==> config.mk <==
export PLATFORM = sky130hd
export DESIGN_NAME = cap_sense_scanner
export DESIGN_NICKNAME = d
export VERILOG_FILES = /design/src/rtl/cap_sense_pkg.sv /design/src/rtl/cap_sense_channel.sv /design/src/rtl/cap_sense_scanner.sv
export SDC_FILE = /design/constraint.sdc
export NUM_CORES = 1
export LEC_CHECK = 0
export ABC_CLOCK_PERIOD_IN_PS = 2800
export BUFFER_PORTS_ARGS = -buffer_cell sky130_fd_sc_hd__buf_2
export CAP_MARGIN = 20
export CORE_ASPECT_RATIO = 1.25
export CORE_MARGIN = 3
export CORE_UTILIZATION = 59
export DETAILED_ROUTE_END_ITERATION = 8
export PLACE_DENSITY = 0.87
export SLEW_MARGIN = 5
export SYNTH_ARGS = -nofsm -noshare
export SYNTH_HDL_FRONTEND = slang
export SYNTH_SLANG_ARGS = --single-unit
export TNS_END_PERCENT = 30
==> constraint.sdc <==
create_clock -name clock -period 2.8 [get_ports clock]
set_input_delay 0.56 -clock clock [delete_from_list [all_inputs] [get_ports clock]]
set_output_delay 0.56 -clock clock [all_outputs]
set_load 0.02 [all_outputs]
==> src/rtl/cap_sense_pkg.sv <==
// Shared constants, FSM encoding and parameter defaults for the capacitive
// touch scanner.
package cap_sense_pkg;

  localparam int unsigned NUM_SENSORS = 9;

  localparam int unsigned DefDischargeCycles = 1000;
  localparam int unsigned DefTimeoutCycles   = 4095;
  localparam int unsigned DefThreshold       = 200;
  localparam int unsigned DefDebounceScans   = 3;
  localparam int unsigned DefCntW            = 12;

  typedef enum logic [1:0] {
    StDischarge,
    StCharge,
    StEvaluate
  } state_e;

endpackage

==> src/rtl/cap_sense_channel.sv <==
// One pad: input synchronizer, charge-time capture, threshold, debounce and
// sticky hit flag.
module cap_sense_channel
  import cap_sense_pkg::*;
#(
  parameter int unsigned TIMEOUT_CYCLES = DefTimeoutCycles,
  parameter int unsigned THRESHOLD      = DefThreshold,
  parameter int unsigned DEBOUNCE_SCANS = DefDebounceScans,
  parameter int unsigned CNT_W          = DefCntW
) (
  input  logic             clk_i,
  input  logic             rst_i,
  input  logic             sens_i,
  input  logic             hit_clear_i,
  input  logic             discharge_i,
  input  logic             charge_i,
  input  logic             evaluate_i,
  input  logic             timeout_i,
  input  logic [CNT_W-1:0] charge_cnt_i,
  output logic             latched_o,
  output logic             stable_o,
  output logic             hit_pending_o
);

  localparam int unsigned DbW = $clog2(DEBOUNCE_SCANS + 1);

  logic             sync1_q, sens_s_q;
  logic             latched_q, latched_d;
  logic [CNT_W-1:0] count_q, count_d;
  logic [DbW-1:0]   db_q, db_d;
  logic [DbW-1:0]   db_inc;
  logic             stable_q, stable_d;
  logic             hit_q, hit_d;
  logic             latch_now;
  logic             raw;

  assign latch_now = charge_i & sens_s_q & ~latched_q;
  assign raw       = (count_q >= CNT_W'(THRESHOLD));
  // db_q never exceeds DEBOUNCE_SCANS-1, so the increment cannot overflow DbW.
  assign db_inc    = db_q + 1'b1;

  always_comb begin
    latched_d = latched_q;
    count_d   = count_q;
    db_d      = db_q;
    stable_d  = stable_q;

    if (discharge_i) begin
      latched_d = 1'b0;
    end else if (charge_i) begin
      if (latch_now) begin
        latched_d = 1'b1;
        count_d   = charge_cnt_i;
      end else if (timeout_i && !latched_q) begin
        count_d = CNT_W'(TIMEOUT_CYCLES);
      end
    end else if (evaluate_i) begin
      if (raw != stable_q) begin
        if (db_inc == DbW'(DEBOUNCE_SCANS)) begin
          stable_d = ~stable_q;
          db_d     = '0;
        end else begin
          db_d = db_inc;
        end
      end else begin
        db_d = '0;
      end
    end

    // A debounced rise beats a same-cycle clear.
    if (stable_d && !stable_q) begin
      hit_d = 1'b1;
    end else if (hit_clear_i) begin
      hit_d = 1'b0;
    end else begin
      hit_d = hit_q;
    end
  end

  always_ff @(posedge clk_i) begin
    if (rst_i) begin
      sync1_q   <= 1'b0;
      sens_s_q  <= 1'b0;
      latched_q <= 1'b0;
      count_q   <= '0;
      db_q      <= '0;
      stable_q  <= 1'b0;
      hit_q     <= 1'b0;
    end else begin
      sync1_q   <= sens_i;
      sens_s_q  <= sync1_q;
      latched_q <= latched_d;
      count_q   <= count_d;
      db_q      <= db_d;
      stable_q  <= stable_d;
      hit_q     <= hit_d;
    end
  end

  // Includes a pad latching this cycle so the FSM can leave CHARGE immediately.
  assign latched_o     = latched_q | latch_now;
  assign stable_o      = stable_q;
  assign hit_pending_o = hit_q;

endmodule

==> src/rtl/cap_sense_scanner.sv <==
// Scan sequencer: discharge / charge / evaluate FSM with shared counters,
// driving nine pad channels.
module cap_sense_scanner
  import cap_sense_pkg::*;
#(
  parameter int unsigned DISCHARGE_CYCLES = DefDischargeCycles,
  parameter int unsigned TIMEOUT_CYCLES   = DefTimeoutCycles,
  parameter int unsigned THRESHOLD        = DefThreshold,
  parameter int unsigned DEBOUNCE_SCANS   = DefDebounceScans,
  parameter int unsigned CNT_W            = DefCntW
) (
  input  logic                   clock,
  input  logic                   reset,
  input  logic [NUM_SENSORS-1:0] capacitive_sensors_in,
  input  logic [NUM_SENSORS-1:0] hit_clear,
  output logic                   capacitive_sensors_out,
  output logic [NUM_SENSORS-1:0] touch_stable,
  output logic [NUM_SENSORS-1:0] hit_pending,
  output logic                   scan_done
);

  localparam int unsigned PhW = (DISCHARGE_CYCLES > 1) ? $clog2(DISCHARGE_CYCLES) : 1;

  state_e                 state_q, state_d;
  logic [PhW-1:0]         phase_q, phase_d;
  logic [CNT_W-1:0]       charge_cnt_q, charge_cnt_d;
  logic                   out_q, out_d;
  logic                   done_q, done_d;
  logic [NUM_SENSORS-1:0] latched;
  logic                   in_discharge, in_charge, in_evaluate;
  logic                   charge_timeout;

  assign in_discharge   = (state_q == StDischarge);
  assign in_charge      = (state_q == StCharge);
  assign in_evaluate    = (state_q == StEvaluate);
  assign charge_timeout = in_charge && (charge_cnt_q == CNT_W'(TIMEOUT_CYCLES - 1));

  always_comb begin
    state_d      = state_q;
    phase_d      = phase_q;
    charge_cnt_d = charge_cnt_q;

    unique case (state_q)
      StDischarge: begin
        if (phase_q == PhW'(DISCHARGE_CYCLES - 1)) begin
          phase_d = '0;
          state_d = StCharge;
        end else begin
          phase_d = phase_q + 1'b1;
        end
      end
      StCharge: begin
        // Leaving at TIMEOUT_CYCLES-1 keeps the counter from ever wrapping.
        if ((&latched) || charge_timeout) begin
          charge_cnt_d = '0;
          state_d      = StEvaluate;
        end else begin
          charge_cnt_d = charge_cnt_q + 1'b1;
        end
      end
      StEvaluate: state_d = StDischarge;
      default:    state_d = StDischarge;
    endcase

    out_d  = (state_d == StCharge);
    done_d = (state_d == StEvaluate);
  end

  always_ff @(posedge clock) begin
    if (reset) begin
      state_q      <= StDischarge;
      phase_q      <= '0;
      charge_cnt_q <= '0;
      out_q        <= 1'b0;
      done_q       <= 1'b0;
    end else begin
      state_q      <= state_d;
      phase_q      <= phase_d;
      charge_cnt_q <= charge_cnt_d;
      out_q        <= out_d;
      done_q       <= done_d;
    end
  end

  for (genvar g = 0; g < NUM_SENSORS; g++) begin : g_chan
    cap_sense_channel #(
      .TIMEOUT_CYCLES(TIMEOUT_CYCLES),
      .THRESHOLD     (THRESHOLD),
      .DEBOUNCE_SCANS(DEBOUNCE_SCANS),
      .CNT_W         (CNT_W)
    ) u_chan (
      .clk_i        (clock),
      .rst_i        (reset),
      .sens_i       (capacitive_sensors_in[g]),
      .hit_clear_i  (hit_clear[g]),
      .discharge_i  (in_discharge),
      .charge_i     (in_charge),
      .evaluate_i   (in_evaluate),
      .timeout_i    (charge_timeout),
      .charge_cnt_i (charge_cnt_q),
      .latched_o    (latched[g]),
      .stable_o     (touch_stable[g]),
      .hit_pending_o(hit_pending[g])
    );
  end

  assign capacitive_sensors_out = out_q;
  assign scan_done              = done_q;

endmodule

* Word-level counts from Yosys, hierarchy flattened
Index checks and enable logic that the tools add are counted.
** Storage, ports and cells
- Logic and storage cells :: 341
- Bits of input ports :: 20
- Output and inout bits :: 20
- Flip-flop bits (word level) :: 197
** Cells by class
- Reduce and logical (&&, ||, !) cells :: 78
- $add $sub $neg :: 11
- Magnitude comparators :: 9
- Bitwise gates (word level) :: 47
- Equality and inequality tests :: 24
- Muxes and demuxes :: 104
** Operators with widths (number)
- two-way mux 12 bit :: 19
- >= comparator 12 x 8 -> 1 bit (second input constant) :: 9
- two-way mux 1 bit :: 63
- two-way mux 2 bit :: 20
- nonzero test 2 bit :: 18
- AND reduction 3 bit :: 10
- equality test 2 bit (second input constant) :: 11
- NOT 1 bit :: 20
- logical AND 1 bit :: 19
- adder 2 x 1 -> 2 bit (second input constant) :: 9
- bitwise AND 1 bit :: 18
- logical NOT 1 bit :: 18
- AND reduction 2 bit :: 9
- adder 12 x 1 -> 12 bit (second input constant) :: 1
- equality test 12 bit (second input constant) :: 1
- adder 10 x 1 -> 10 bit (second input constant) :: 1
- equality test 10 bit (second input constant) :: 1
- two-way mux 10 bit :: 1
- != test 1 bit :: 9
- bitwise OR 1 bit :: 9
- AND reduction 9 bit :: 1
- equality test 2 x 1 -> 1 bit (second input constant) :: 2
- case mux 2 bit (2 select lines) :: 1
- logical NOT 2 bit :: 1
- 2 further kinds :: 2

* Longest topological paths before layout
Gate-level depths: netlist (run 1).
- Depth after elaboration :: 9
- Gate-level depth with buffers :: 9
- Depth with buffers taken out :: 7

* Modules after synthesis
A second synthesis (run 1) with hierarchy kept.
** Unflattened totals
- Cells, all modules :: 810
- Area total of the unflattened synthesis :: 7609.8 µm²
** By module, submodules not included
- cap_sense_channel :: cells each 74, area an instance 706.9 µm², instances 9
- cap_sense_scanner :: cells each 144, area an instance 1247.4 µm², instances 1

* Worst setup path after synthesis (run 1)
No wires, ideal clock.
- Path kind :: reg2reg
- From :: register state_q[1]
- To :: register out_q, in the netlist capacitive_sensors_out
- Required time :: 2683 ps
- Buffers on the path :: 2
- Stages on the path, launching flop included :: 8
- Data arrival time :: 1975 ps
- Slack :: 707 ps
- Path through :: dfxtp_1 -> buf_6 -> and3b_1 -> o22ai_1 -> or4_1 -> or4_1 -> buf_2 -> a32o_1
** Between the ends
- Word-level cells in the longest chain between the ends :: 9
- Elaborated cells between the ends (all ways) :: 36
- Classes of those cells :: 2 x eq/ne; 3 x mux; 27 x bitwise; 4 x reduce/logical
** Ends and longest elaborated chain
- start: declaration :: line cap_sense_scanner.sv:24 : state_e state_q, state_d;
- start signal: assignment :: line cap_sense_scanner.sv:71 : state_q <= StDischarge;
- start signal: assignment :: line cap_sense_scanner.sv:77 : state_q <= state_d;
- equality test 2 x 1 -> 1 bit :: line cap_sense_scanner.sv:34, cap_sense_scanner.sv:43
- bitwise AND 1 bit (2 in a row) :: line cap_sense_channel.sv:37 : assign latch_now = charge_i & sens_s_q & ~latched_q;
- bitwise OR 1 bit :: line cap_sense_channel.sv:101 : assign latched_o = latched_q | latch_now;
- AND reduction 9 bit :: line cap_sense_scanner.sv:54 : if ((&latched) || charge_timeout) begin
- logical OR 1 bit :: line cap_sense_scanner.sv:54
- two-way mux 2 bit :: line cap_sense_scanner.sv:54
- case mux 2 bit (2 select lines) * :: line cap_sense_scanner.sv:43 : unique case (state_q)
- equality test 2 x 1 -> 1 bit * :: line cap_sense_scanner.sv:65 : out_d = (state_d == StCharge);
- end signal: assignment :: line cap_sense_scanner.sv:80 : out_q <= out_d;
- end: declaration :: line cap_sense_scanner.sv:27 : logic out_q, out_d;
Every way passes the cells marked *; elsewhere a longest branch is shown, timed or not.
A chain may end at the register's enable or synchronous reset.

* Worst setup path in the final report (run 1)
- From :: register charge_cnt_q[0]
- To :: register g_chan[1].u_chan.count_q[9]
** Between the ends
- Word-level cells in the longest chain between the ends :: 5
** Ends and longest elaborated chain
- start: declaration :: line cap_sense_scanner.sv:26 : logic [CNT_W-1:0] charge_cnt_q, charge_cnt_d;
- start signal: assignment :: line cap_sense_scanner.sv:79 : charge_cnt_q <= charge_cnt_d;
- equality test 12 bit :: line cap_sense_scanner.sv:36 : assign charge_timeout = in_charge && (charge_cnt_q == CNT_W'(TIMEOUT_CYCLES - 1));
- logical AND 1 bit :: line cap_sense_scanner.sv:36
- logical AND 1 bit :: line cap_sense_channel.sv:54 : end else if (timeout_i && !latched_q) begin
- nonzero test 2 bit (no source line)
- AND reduction 3 bit (no source line)
- end signal: assignment :: line cap_sense_channel.sv:93 : count_q <= count_d;
- end: declaration :: line cap_sense_channel.sv:29 : logic [CNT_W-1:0] count_q, count_d;
No other way between the ends.

==> results of run 1 <==
==> worst max path at each step <==
stage	start	end	slack (ns)
final	charge_cnt_q[0]	g_chan[1].u_chan.count_q[9]	0.26
after global routing	state_q[0]	state_q[0]	0.21
after CTS	charge_cnt_q[0]	g_chan[1].u_chan.count_q[9]	0.28
after detailed placement	state_q[0]	capacitive_sensors_out	0.39
after global placement	state_q[0]	capacitive_sensors_out	0.49
after floorplan	state_q[1]	capacitive_sensors_out	0.71
==> flip-flops by register name (all words and copies together), names as in the netlist <==
| register | cells |
|---|---|
| scan_done | 1 |
| state_q | 2 |
| g_chan.u_chan.hit_pending_o | 9 |
| g_chan.u_chan.stable_o | 9 |
| charge_cnt_q | 12 |
| g_chan.u_chan.count_q | 81 |
| phase_q | 10 |
| g_chan.u_chan.sens_s_q | 9 |
| g_chan.u_chan.sync1_q | 9 |
| g_chan.u_chan.db_q | 18 |
| g_chan.u_chan.latched_q | 9 |
| capacitive_sensors_out | 1 |
==> power by group through the flow <==
stage | clock (mW) | combinational (mW) | sequential, mW
6_report | 2.41 | 0.0820 | 2.44
3_5_place_dp | 0 | 0.0819 | 2.50
3_3_place_gp | 0 | 0.0783 | 2.50
4_1_cts | 2.44 | 0.0824 | 2.44
5_1_grt | 2.55 | 0.0917 | 2.44
2_1_floorplan | 0 | 0.0583 | 2.49
==> cells in the mapped netlist (2+ instances only) <==
| library cell | count |
|---|---|
| a211oi_1 | 3 |
| a211oi_2 | 6 |
| a21oi_1 | 39 |
| a22oi_1 | 9 |
| a311oi_1 | 3 |
| a32o_1 | 4 |
| and3_1 | 5 |
| and3b_1 | 4 |
| buf_2 | 12 |
| buf_4 | 20 |
| clkbuf_1 | 46 |
| dfxtp_1 | 170 |
| ha_1 | 3 |
| inv_1 | 13 |
| nand2_1 | 36 |
| nand2b_1 | 10 |
| nand3_1 | 22 |
| nand3b_1 | 3 |
| nand4_1 | 7 |
| nand4b_1 | 7 |
| nor2_1 | 60 |
| nor2b_1 | 20 |
| nor3_1 | 12 |
| nor3b_1 | 3 |
| nor4_1 | 13 |
| o21ai_0 | 3 |
| o21ai_1 | 2 |
| o221a_2 | 81 |
| o22ai_1 | 2 |
| o311ai_0 | 9 |
| or3_1 | 11 |
| or4_1 | 4 |
| xnor2_1 | 5 |
| xor2_1 | 20 |
==> metal layers <==
| layer | vias to the layer above | global-route usage, % | part of all wire, % |
|---|---|---|---|
| met2 | 146 | 40.22 | 52 |
| li1 | 2481 | - | - |
| met4 | 0 | 9.937 | 2.3 |
| met3 | 36 | 5.125 | 4.3 |
| met5 | - | 0 | 0 |
| met1 | 2517 | 27.52 | 41 |
==> layout make-up <==
| cell class | count | area [um2] |
|---|---|---|
| inverter | 14 | 52.55 |
| multi-input combinational | 411 | 2867 |
| clock buffer | 21 | 440.4 |
| fill | 794 | 3385 |
| clock inverter | 11 | 170.2 |
| timing repair buffer | 64 | 395.4 |
| tap | 132 | 165.2 |
| sequential | 170 | 3403 |
==> kinds of logic (layout without fill, tap and decap cells) <==
logic type,after synthesis,in the layout,synth area share [%]
simple gates,219,219,16.81
flops,170,170,50.64
compound gates,164,164,22.03
buf+inv,94,110,6.703
xor+xnor,25,25,3.258
fa+ha+maj,3,3,0.5586
==> through the flow <==
stage                     cells  total power, mW  utilization, %  cell area (um2)
after floorplan             675            2.552               -             6720
after global placement      791            2.575           63.27             6883
after detailed placement    791            2.579           63.27             6883
after CTS                   823            4.964           68.89             7493
after global routing        823            5.086           68.89             7493
final                       823            4.938           68.89             7493
==> metrics.cfg, run 1 <==
[sta]
grt_setup_unrepaired = no
fin_ws_ns = 0.2575
period_share_pct = 90.80
setup-tns-final_ns = 0
relSlewSlack_pct = 54.63
whs_ns = 0.3489
setup_viol = 0
maxSlewViolCount = 0
tightestPinTransition_ns = 0.6792
max_freq_mhz = 393.3
fin_worst_skew_ns = 0.007158
fin_crit_ns = 2.543
finalHoldViolCount = 0

[cts]
clkTransAtPathRegs_ns = 0.06
cts_tree = built
cts.repair.resized = 0
postCtsHoldBufs = 0
postCtsSetupBuffers = 0
ctsHtreeMaxLevel = 4
numCtsBuffers = 17
cts.sinks = 170
insertion_delay_ns = 0.41
cts_root_buffer = clkbuf_16
cts_buffer_depth = 2

[synth]
async_reset_ff_share_pct = 0
synth_edf_count = 0
synth_top_area_share_pct = 50.64
syn_nets = 698
syn_area_um2 = 6720
yosysSeqAreaShare_pct = 50.64
ys_top_cells_by_area = dfxtp_1, o221a_2, nor2_1
ys_types = 42
ys_ff_latch = 170
ys_warn_count = 0
syn_inst = 675
avgSynthCellArea_um2 = 9.956
synth_area_leader_cell = dfxtp_1
yosys_most_used_dff = dfxtp_1

[global_route]
grt_pass1_vias = 5098
grtUsageTotal_pct = 23.34
grt_max_degree = 59
antenna_found_initial = 0
grt_pass1_wl_mm = 23.97
gr-total-overflow = 0

[worst_hold_path]
min-delay-start = capacitive_sensors_in[7]
whs_endpoint = g_chan[7].u_chan.sync1_q
hold_depth = 2
hold_path.class = in2reg

[power_and_ir_drop]
p_sw_share_pct = 19.77
ir_worst_vdd_mv = 0.4213
p_per_area_nw_per_um2 = 658.9
pwr-share-comb_pct = 1.7
switchingPower_uw = 976.4
power_leakage_nw = 2.888
power_frac_seq_pct = 49.5
clockPowerShare_pct = 48.8
internal-power_mw = 3.961

[routing]
routedWlPerCell_um = 17.43
vias = 5180
first_pass_iters = 4
drc_errors = 0
drt-initial-drc-count = 405
antenna_left = 0
drt-total-wl_mm = 14.34
vias_per_cell = 6.294

[worst_setup_path]
path_max_fanout = 9
crit_chain = inv_1 -> ha_1 -> nand4_1 -> or4_1 -> buf_4 -> a211oi_1 -> buf_4 -> o221a_2
critPathMaxStageDelay_ns = 0.64
path_class = reg2reg
cp.depth = 8
start_kind = flip-flop
worst-path-buf-inv = 3
ff2ff_path_depth = 8
cp_common_cell = buf_4
slowest_stage = or4_1
cp_top_family = simple AND/OR/NAND/NOR gates
arrival_ns = 2.90
r2r_setup_slack_ns = 0.26
rr_startpoint = charge_cnt_q[0]
worstReg2RegEnd = g_chan[1].u_chan.count_q[9]
critical_path.endpoint_type = flip-flop
cp.required_ns = 3.16

[floorplan]
fp.dieArea_um2 = 12710
row_count = 42
start_util_pct = 61.78
die-width_um = 101.5
io_pins = 40
chipHeight_um = 125.3
coreArea_um2 = 10880

[outcome]
status = finished clean

[cells_and_area]
drive_above_1_share_pct = 26.19
antennaDiodeCount = 0
syn_to_final_growth_pct = 11.51
mostFrequentLayoutCell = dfxtp_1
nNetsFinal = 701
mostFrequentLayoutCells = dfxtp_1, o221a_2, nor2_1

[placement]
pre_cts_slack_ns = 0.3860
io_buffers = 39
place_hpwl_mm = 9.417
place_congestion = 0.8733

[run]
cap_violations = 0

Note: power is estimated with default switching activity, not from simulation.
==> run 2, diff against run 1 <==
Settings changed: ABC_AREA set to 1, CORE_UTILIZATION 59 to 60, PLACE_DENSITY 0.87 to 0.88, SLEW_MARGIN 5 to 20.
==> run 2 against run 1 <==
Effect of this change: final area grew 6.4%; via count up 20%; combinational power up 33%; clock-buffer cell count down 3; clock skew is 0.0011 ns higher; critical path depth shrank 2; setup slack improved by 0.63 ns; routed wire length increased by 3.1%; global-route usage fell by 0.60 points.
==> metrics.cfg, run 2 <==
[global_route]
gr-total-overflow = 0  ; unchanged
grtUsageTotal_pct = 22.74  ; -0.60 points
antenna_found_initial = 0  ; unchanged
grt_max_degree = 90  ; +53%
grt_pass1_wl_mm = 24.85  ; +3.7%
grt_pass1_vias = 5687  ; +12%

[placement]
place_congestion = 0.8749  ; +0.18%
pre_cts_slack_ns = 0.9076  ; +0.5215 ns
place_hpwl_mm = 9.867  ; +4.8%
io_buffers = 39  ; unchanged

[synth]
syn_inst = 1034  ; +53%
syn_nets = 1057  ; +51%
avgSynthCellArea_um2 = 7.040  ; -29%
yosys_most_used_dff = dfxtp_1
yosysSeqAreaShare_pct = 46.75  ; -3.9 points
synth_commonest_cells = nand2_1, inv_1, dfxtp_1, a21oi_1, nor2_1
ys_warn_count = 0  ; unchanged
synth_area_leader_cell = dfxtp_1
async_reset_ff_share_pct = 0  ; unchanged
ys_top_cells_by_area = dfxtp_1, nand2_1, inv_1
synth_top_area_share_pct = 46.75  ; -3.9 points
syn_area_um2 = 7279  ; +8.3%
ys_types = 27  ; -36%
ys_ff_latch = 170  ; unchanged
synth.most_common_cell = nand2_1
synth_edf_count = 0  ; unchanged

[cells_and_area]
top_regs = g_chan.u_chan.count_q: 81 flops, g_chan.u_chan.db_q: 18 flops, charge_cnt_q: 12 flops
drive_above_1_share_pct = 9.438  ; -17 points
syn_to_final_growth_pct = 9.505
mostFrequentLayoutCells = nand2_1, inv_1, dfxtp_1
top_register = g_chan.u_chan.count_q
antennaDiodeCount = 0  ; unchanged
regArea_um2 = 3403  ; unchanged
final.fill_count = 946  ; +19%
largest_reg_flops = 81  ; unchanged
nNetsFinal = 1060  ; +51%
mostFrequentLayoutCell = nand2_1
multi_input_area_um2 = 2859  ; -0.26%

[sta]
tightestPinTransition_ns = 0.6060  ; -0.07325 ns
maxSlewViolCount = 0  ; unchanged
fin_ws_ns = 0.8875  ; +0.6300 ns
fin_crit_ns = 1.913  ; -0.6300 ns
finalHoldViolCount = 0  ; unchanged
grt_setup_unrepaired = no
period_share_pct = 68.30  ; -22 points
max_freq_mhz = 522.9  ; +33%
fin_worst_skew_ns = 0.008285  ; +0.001127 ns
relSlewSlack_pct = 59.45  ; +4.8 points
setup-tns-final_ns = 0  ; unchanged
setup_viol = 0  ; unchanged

[cts]
insertion_delay_ns = 0.43  ; +0.02 ns
postCtsHoldBufs = 0  ; unchanged
cts.repair.resized = 0  ; unchanged
cts.sinks = 170  ; unchanged
cts_root_buffer = clkbuf_16
numCtsBuffers = 17  ; unchanged
clkTransAtPathRegs_ns = 0.06  ; about the same
postCtsSetupBuffers = 0  ; unchanged
cts_tree = built
cts_buffer_depth = 2  ; unchanged
ctsHtreeMaxLevel = 4  ; unchanged

[floorplan]
chipHeight_um = 129.2  ; +3.1%
row_count = 44  ; +4.8%
io_pins = 40  ; unchanged
fp.dieArea_um2 = 13500  ; +6.2%
coreArea_um2 = 11730  ; +7.8%
start_util_pct = 62.08  ; +0.30 points
die-width_um = 104.5  ; +3.0%

[power_and_ir_drop]
ir_worst_vdd_mv = 0.3988  ; -5.3%
p_sw_share_pct = 21.81  ; +2.0 points
power_leakage_nw = 3.420  ; +18%
pwr-share-comb_pct = 2.3  ; +0.6 points
switchingPower_mw = 1.037  ; +6.2%
internal-power_mw = 3.718  ; -6.1%
power_frac_seq_pct = 51.3  ; +1.8 points
clockPowerShare_pct = 46.4  ; -2.4 points
p_per_area_nw_per_um2 = 596.5  ; -9.5%

[worst_setup_path]
cp_top_family = simple AND/OR/NAND/NOR gates
worst-path-buf-inv = 1  ; -2
start_kind = flip-flop
path_class = reg2reg
path_max_fanout = 9  ; unchanged
cp.required_ns = 3.15  ; about the same
critPathMaxStageDelay_ns = 0.38  ; -0.26 ns
crit_chain = clkinv_1 -> nor2_1 -> nand4_4 -> nand2_1 -> nand3_1 -> a21oi_1
slowest_stage = dfxtp_1
arrival_ns = 2.27  ; -0.63 ns
critical_path.endpoint_type = flip-flop

[routing]
antenna_left = 0  ; unchanged
routedWlPerCell_um = 12.22  ; -30%
drt-total-wl_mm = 14.79  ; +3.1%
vias = 6214  ; +20%
first_pass_iters = 5  ; +1
drc_errors = 0  ; unchanged
drt-initial-drc-count = 463  ; +14%
vias_per_cell = 5.136  ; -18%

[worst_hold_path]
hold_path.class = in2reg

[run]
cap_violations = 0  ; unchanged

[outcome]
status = finished clean

## run 2: cell types whose count changed after synthesis, moves of 34 or more
cell     before  now
a21oi_1      39  125
inv_1        13  179
nand2_1      36  238
nand3_1      22   66
o21ai_0       3   37
o221a_2      81    0
## run 2: per-layer routing
metal	wire length, um	global-route usage [%]	up-vias	part of all wire (%)
met5	0	0	-	0
met4	345	9.937	0	2.3
met3	812	5.481	37	5.5
met2	7431	40.76	176	50
met1	6203	25.90	2808	42
li1	-	-	3193	-
## run 2: final cells by class
| type | count | area share (%) |
|---|---|---|
| Timing Repair Buffer | 44 | 3.045 |
| Multi-Input combinational cell | 616 | 35.87 |
| Sequential cell | 170 | 42.69 |
| Inverter | 188 | 8.853 |
| Tap cell | 161 | 2.527 |
| Clock inverter | 13 | 1.507 |
| Clock buffer | 18 | 5.509 |
## run 2: path summary, 6_finish.rpt
| kind | slack [ns] | to | startpoint | cells past startpoint |
|---|---|---|---|---|
| min reg2reg | 0.40 | g_chan[1].u_chan.sens_s_q | g_chan[1].u_chan.sync1_q | 2 |
| max | 0.89 | g_chan[6].u_chan.count_q[11] | charge_cnt_q[11] | 6 |
| max reg2reg | 0.89 | g_chan[6].u_chan.count_q[11] | charge_cnt_q[11] | 6 |
| min | 0.33 | g_chan[2].u_chan.sync1_q | capacitive_sensors_in[2] | 3 |
## run 2: stage by stage
stage | instances | total power, mW | util, % | hold slack [ns] | area, um2
floorplan | 1034 | 2.570 | - | 0.3883 | 7279
global placement | 1178 | 2.598 | 63.17 | 0.3926 | 7407
detailed placement | 1178 | 2.601 | 63.17 | 0.3916 | 7407
CTS | 1209 | 4.780 | 67.94 | 0.3175 | 7966
global route | 1210 | 4.894 | 67.98 | 0.3296 | 7971
finish | 1210 | 4.755 | 67.98 | 0.3281 | 7971
## run 2: logic make-up (layout without fill, tap and decap cells)
family | Yosys count | count (layout) | share of synthesized area (%)
compound gates | 174 | 174 | 12.46
flops | 170 | 170 | 46.75
simple gates | 427 | 427 | 24.85
fa+ha+maj | 3 | 3 | 0.5157
xor+xnor | 12 | 12 | 1.444
buf+inv | 248 | 263 | 13.97
## run 2: power groups by stage
stage                     Sequential, mW  Clock (mW)  Combinational, mW
after floorplan                     2.49           0             0.0775
after global placement              2.49           0              0.105
after detailed placement            2.49           0              0.107
after CTS                           2.44        2.23              0.108
after global routing                2.44        2.33              0.126
final                               2.44        2.21              0.109
## run 2: tightest hold or removal path: stages
cell and delay, ns:
buf_2 0.07, inv_1 0.03, nor2_1 0.06
